## src/rtl/miller_pause_decoder.sv

```systemverilog
// Modified-Miller receive front end: synchronises the envelope, qualifies pauses,
// classifies them as X/Y/Z within each ETU and decodes bits with SOF/EOF framing.
module miller_pause_decoder #(
    parameter int CLK_PER_ETU = 8,
    parameter int PAUSE_MIN   = 2
) (
    input  logic clk,
    input  logic rst,
    input  logic in_enable,
    input  logic in_rx,
    output logic out_pause_detected,
    output logic out_sof,
    output logic out_bit,
    output logic out_bit_valid,
    output logic out_eof,
    output logic out_err
);

    localparam int PW = $clog2(CLK_PER_ETU);
    localparam int CW = $clog2(PAUSE_MIN + 1);
    localparam logic [PW-1:0] PHASE_LAST = PW'(CLK_PER_ETU - 1);
    localparam logic [PW-1:0] PHASE_HALF = PW'(CLK_PER_ETU / 2);
    localparam logic [PW-1:0] PHASE_SOF  = PW'(PAUSE_MIN);
    localparam logic [CW-1:0] RUN_QUAL   = CW'(PAUSE_MIN - 1);
    localparam logic [CW-1:0] RUN_SAT    = CW'(PAUSE_MIN);

    localparam logic [0:0] S_IDLE = 1'b0;
    localparam logic [0:0] S_RX   = 1'b1;

    logic          rxMeta_q, rxS_q, rxPrev_q;
    logic [CW-1:0] lowCnt_q, lowCnt_d;
    logic [PW-1:0] startPhase_q, startPhase;
    logic          pauseDet_q, pauseDet_d;

    logic [0:0]    state_q, state_d;
    logic [PW-1:0] phase_q, phase_d;
    logic          pauseSeen_q, pauseSeen_d;
    logic          pauseX_q, pauseX_d;
    logic          errPend_q, errPend_d;
    logic          firstEtu_q, firstEtu_d;
    logic          prevBit_q, prevBit_d;
    logic          pendValid_q, pendValid_d;
    logic          pendBit_q, pendBit_d;

    logic          sof_q, sof_d;
    logic          bit_q, bit_d;
    logic          bitValid_q, bitValid_d;
    logic          eof_q, eof_d;
    logic          err_q, err_d;

    logic          fallEdge, qualify, badPause;
    logic          seenEff, isXEff, errEff;
    logic          dataValid, dataBit;

    // Low-run filter; a pause is qualified exactly once, when the run first hits PAUSE_MIN.
    always_comb begin
        fallEdge   = rxPrev_q & ~rxS_q;
        qualify    = ~rxS_q & (lowCnt_q == RUN_QUAL);
        lowCnt_d   = rxS_q ? '0 : ((lowCnt_q == RUN_SAT) ? lowCnt_q : lowCnt_q + CW'(1));
        pauseDet_d = qualify | (pauseDet_q & ~rxS_q);
        startPhase = fallEdge ? phase_q : startPhase_q;
    end

    // A pause that started in an already-resolved ETU, or a second pause in one ETU,
    // cannot be a legal symbol and aborts the frame when the current ETU resolves.
    always_comb begin
        badPause = qualify & (pauseSeen_q | (phase_q < startPhase));
        seenEff  = pauseSeen_q | (qualify & ~badPause);
        isXEff   = (qualify & ~badPause) ? (startPhase >= PHASE_HALF) : pauseX_q;
        errEff   = errPend_q | badPause;
    end

    always_comb begin
        state_d     = state_q;
        phase_d     = phase_q;
        pauseSeen_d = pauseSeen_q;
        pauseX_d    = pauseX_q;
        errPend_d   = errPend_q;
        firstEtu_d  = firstEtu_q;
        prevBit_d   = prevBit_q;
        pendValid_d = pendValid_q;
        pendBit_d   = pendBit_q;
        sof_d       = 1'b0;
        bit_d       = 1'b0;
        bitValid_d  = 1'b0;
        eof_d       = 1'b0;
        err_d       = 1'b0;
        dataValid   = 1'b0;
        dataBit     = 1'b0;

        if (!in_enable) begin
            state_d     = S_IDLE;
            phase_d     = '0;
            pauseSeen_d = 1'b0;
            errPend_d   = 1'b0;
            firstEtu_d  = 1'b0;
            pendValid_d = 1'b0;
        end else if (state_q == S_IDLE) begin
            phase_d = '0;
            // The SOF pause itself occupies ETU 0, so that ETU counts as already holding a pause.
            if (qualify) begin
                sof_d       = 1'b1;
                state_d     = S_RX;
                phase_d     = PHASE_SOF;
                pauseSeen_d = 1'b1;
                pauseX_d    = 1'b0;
                errPend_d   = 1'b0;
                firstEtu_d  = 1'b1;
                prevBit_d   = 1'b0;
                pendValid_d = 1'b0;
            end
        end else begin
            phase_d     = (phase_q == PHASE_LAST) ? '0 : phase_q + PW'(1);
            pauseSeen_d = seenEff;
            pauseX_d    = isXEff;
            errPend_d   = errEff;
            if (phase_q == PHASE_LAST) begin
                pauseSeen_d = 1'b0;
                errPend_d   = 1'b0;
                firstEtu_d  = 1'b0;
                if (errEff || (seenEff && !isXEff && prevBit_q)) begin
                    err_d       = 1'b1;
                    state_d     = S_IDLE;
                    phase_d     = '0;
                    pendValid_d = 1'b0;
                end else if (firstEtu_q) begin
                    dataValid = 1'b0;
                end else if (seenEff) begin
                    dataValid = 1'b1;
                    dataBit   = isXEff;
                end else if (prevBit_q) begin
                    dataValid = 1'b1;
                    dataBit   = 1'b0;
                end else begin
                    eof_d       = 1'b1;
                    state_d     = S_IDLE;
                    phase_d     = '0;
                    pendValid_d = 1'b0;
                end
            end
            if (dataValid) begin
                bit_d       = pendBit_q;
                bitValid_d  = pendValid_q;
                pendBit_d   = dataBit;
                pendValid_d = 1'b1;
                prevBit_d   = dataBit;
            end
        end
    end

    always_ff @(posedge clk or posedge rst) begin
        if (rst) begin
            rxMeta_q     <= 1'b1;
            rxS_q        <= 1'b1;
            rxPrev_q     <= 1'b1;
            lowCnt_q     <= '0;
            startPhase_q <= '0;
            pauseDet_q   <= 1'b0;
            state_q      <= S_IDLE;
            phase_q      <= '0;
            pauseSeen_q  <= 1'b0;
            pauseX_q     <= 1'b0;
            errPend_q    <= 1'b0;
            firstEtu_q   <= 1'b0;
            prevBit_q    <= 1'b0;
            pendValid_q  <= 1'b0;
            pendBit_q    <= 1'b0;
            sof_q        <= 1'b0;
            bit_q        <= 1'b0;
            bitValid_q   <= 1'b0;
            eof_q        <= 1'b0;
            err_q        <= 1'b0;
        end else begin
            rxMeta_q     <= in_rx;
            rxS_q        <= rxMeta_q;
            rxPrev_q     <= rxS_q;
            lowCnt_q     <= lowCnt_d;
            startPhase_q <= startPhase;
            pauseDet_q   <= pauseDet_d;
            state_q      <= state_d;
            phase_q      <= phase_d;
            pauseSeen_q  <= pauseSeen_d;
            pauseX_q     <= pauseX_d;
            errPend_q    <= errPend_d;
            firstEtu_q   <= firstEtu_d;
            prevBit_q    <= prevBit_d;
            pendValid_q  <= pendValid_d;
            pendBit_q    <= pendBit_d;
            sof_q        <= sof_d;
            bit_q        <= bit_d;
            bitValid_q   <= bitValid_d;
            eof_q        <= eof_d;
            err_q        <= err_d;
        end
    end

    assign out_pause_detected = pauseDet_q;
    assign out_sof            = sof_q;
    assign out_bit            = bit_q;
    assign out_bit_valid      = bitValid_q;
    assign out_eof            = eof_q;
    assign out_err            = err_q;

endmodule

```

## config.mk

```make
export PLATFORM = sky130hd
export DESIGN_NAME = miller_pause_decoder
export DESIGN_NICKNAME = d
export VERILOG_FILES = /design/src/rtl/miller_pause_decoder.sv
export SDC_FILE = /design/constraint.sdc
export NUM_CORES = 1
export LEC_CHECK = 0
export CAP_MARGIN = 20
export CORE_ASPECT_RATIO = 0.9
export CORE_MARGIN = 8
export CORE_UTILIZATION = 45
export CTS_BUF_LIST = sky130_fd_sc_hd__clkbuf_2
export CTS_CLUSTER_DIAMETER = 60
export DETAILED_ROUTE_END_ITERATION = 10
export PLACE_DENSITY = 0.78
export SYNTH_ARGS = -nofsm -noshare
export SYNTH_HDL_FRONTEND = slang
export SYNTH_SLANG_ARGS = --single-unit
export TNS_END_PERCENT = 100
```

## constraint.sdc

```tcl
create_clock -name clk -period 2.2 [get_ports clk]
set_input_delay 0.44 -clock clk [delete_from_list [all_inputs] [get_ports clk]]
set_output_delay 0.44 -clock clk [all_outputs]
set_load 0.01 [all_outputs]
```

==> impl_metrics.tcl <==
set metrics [dict create \
    numPortBuffers 9 \
    hpwlAfterDp_um 2080 \
    grt_max_degree 16 \
    fmax_ghz 0.462 \
    path_depth 8 \
    cap_viol_max_count 0 \
    cts-htree-levels 1 \
    p_per_area_nw_per_um2 679 \
    syn_nets 136 \
    crit_path_start "rxPrev_q" \
    dr_wl_met3_um 145 \
    critPathMaxStageDelay_ns 0.61 \
    holdBufCountCts 0 \
    reg_top3 "phase_q (3), startPhase_q (3), lowCnt_q (2)" \
    final_nets 162 \
    vdd_drop_max_mv 0.453 \
    ys_types 43 \
    gp_congestion 0.868 \
    core_region_area_um2 2750 \
    die_w_um 72.7 \
    fin_skew_ns 0.0339 \
    hold_path.class "in -> async" \
    required_ns 2.53 \
    crit_slowest_cell "dfstp_2" \
    final_cell_mix "dfrtp_1, buf_4, nand2_1, inv_1" \
    grt_pass1_vias 1071 \
    synth-main-ff-cell "dfrtp_1" \
    post-route-util_pct 58.7 \
    status "finished clean" \
    ys.warnings.count 0 \
    r2r-start "rxPrev_q" \
    cp_max_fo 4 \
    slew_headroom_pct 67.6 \
    tritoncts "yes" \
    setup_violations 0 \
    clockRootBuffer "clkbuf_2" \
    vias_per_cell 5.54 \
    ant_nets 0 \
    crit_family "flip-flops" \
    mostFrequentLayoutCell "dfrtp_1" \
    die_h_um 67.0 \
    critPathCaptureType "register" \
    boundaryPins 10 \
    rows 18 \
    fin_crit_sh_pct 98.5 \
    ys_ff_latch 25 \
    async_flop_share_pct 100 \
    syn_to_final_growth_pct 24.0 \
    synth_edf_count 0 \
    routed.top_layer "met4" \
    hold_violations 0 \
    track_usage_pct 12.8 \
    start_util_pct 47.4 \
    min_period_ns 2.17 \
    grt_pass1_wl_um 4880 \
    crit_buf_inv 0 \
    cp_cell_sequence "nand2b_4, mux2i_4, ha_4, nand3b_1, a21oi_2, a211oi_4, or3_4, o32ai_2" \
    n_fill_cell 235 \
    start_kind "register" \
    vias 1063 \
    cts_buffers 3 \
    insertion_delay_ns 0.39 \
    drt-met1-wl_um 1280 \
    ys_seq_area_share_pct 48.4 \
    wl_met2_um 1370 \
    diodes 0 \
    cts_sinks 25 \
    synthCells 127 \
    firstDrtPassIters 4 \
    syn_avg_cell_area_um2 10.2 \
    drtIter0Drc 122 \
    drc_errors 0 \
    die-area_um2 4870 \
    antenna_found_initial 0 \
    clk_pin_slew_worst_paths_ns 0.26 \
    crit_arrival_ns 2.49 \
    totalWireLength_um 2860 \
    final_layout_size_suffix_gt1_share_pct 25.7 \
    path_class "reg -> reg" \
    fin_cells 192 \
    slew_viol_final 0 \
    ff2ff_path_depth 8 \
    dp_cells 183 \
    leakagePower_uw 0.000725 \
    wire_per_inst_um 14.9 \
    gr-total-overflow 0 \
    syn_area_um2 1300 \
    clk_path_buf_depth 2 \
    rsz0062_at_grt "true" \
    worstMarginPinSlew_ns 0.485 \
]
-- metal layers --
metal | track usage [%] | vias to the layer above
li1 | - | 496
met1 | 15.3 | 521
met2 | 20.8 | 37
met3 | 3.60 | 9
met4 | 6.23 | 0
met5 | 0 | -
-- cell usage after synthesis, types with 2 or more instances --
| cell | number | share of area, % |
|---|---|---|
| a21oi_1 | 8 | 3.1 |
| a31oi_1 | 3 | 1.4 |
| and2_1 | 2 | 0.96 |
| dfrtp_1 | 22 | 42 |
| dfstp_2 | 3 | 6.1 |
| ha_1 | 5 | 4.8 |
| inv_1 | 12 | 3.5 |
| mux2_2 | 2 | 1.7 |
| mux2i_1 | 3 | 2.3 |
| nand2_1 | 13 | 3.8 |
| nand2b_1 | 2 | 0.96 |
| nand3_1 | 2 | 0.77 |
| nor2_1 | 9 | 2.6 |
| nor2b_1 | 3 | 1.4 |
| nor3_1 | 3 | 1.2 |
| o211ai_1 | 2 | 1.2 |
| o21ai_0 | 6 | 2.3 |
| o22ai_1 | 2 | 0.96 |
-- final cells by class --
type	count	area, um^2	share of cell area, %
Timing Repair Buffer	24	215	13.3
Inverter	12	45.0	2.79
Sequential cell	25	631	39.1
Multi-Input combinational cell	87	651	40.3
Tap cell	40	50.0	3.10
Clock buffer	3	15.0	0.930
Clock inverter	1	7.51	0.465
-- where the power goes --
part	switching, uW	internal [uW]	total [uW]
clock network	149	42.1	191
registers	59.7	515	575
logic	187	143	329
-- final timing paths --
| path | endpoint | slack, ns |
|---|---|---|
| worst max-delay path | pendValid_q | 0.03 |
| worst min-delay path | pauseX_q | 0.31 |
| worst max register to register | pendValid_q | 0.03 |
| worst min register to register | rxS_q | 0.37 |
| max in group asynchronous | rxPrev_q | 1.32 |
| min in group clk | rxS_q | 0.37 |
-- repair_timing --
item                       in CTS  in global routing
setup buffers                   2                  3
pin swaps                       7                  3
hold endpoints to repair        0                  0
setup endpoints to repair       3                  7
gates resized for setup         2                  5
-- metrics by stage --
step	cell area, um^2	setup slack [ns]	total power, uW	setup TNS (ns)	hold slack (ns)
after CTS	1560	-0.0166	1080	-0.0166	0.332
after global routing	1610	-0.0361	1170	-0.0463	0.325
final	1610	0.0341	1100	0	0.315
after detailed placement	1510	-0.0519	886	-0.0852	0.350
after floorplan	1310	-0.0957	797	-0.191	0.345
after global placement	1510	0.0636	874	0	0.348
-- kinds of logic after synthesis --
kind of cell               after synthesis  synth area share [%]
muxes                                    5                  4.04
adders and majority gates                6                  5.67
buffers and inverters                   15                  5.00
and+or+nand+nor                         45                  19.0
AOI/OAI and AO/OA                       30                  17.2
xor gates and xnor gates                 1                 0.673
DFF                                     25                  48.4
No activity file was read; power rests on OpenSTA's default activity.
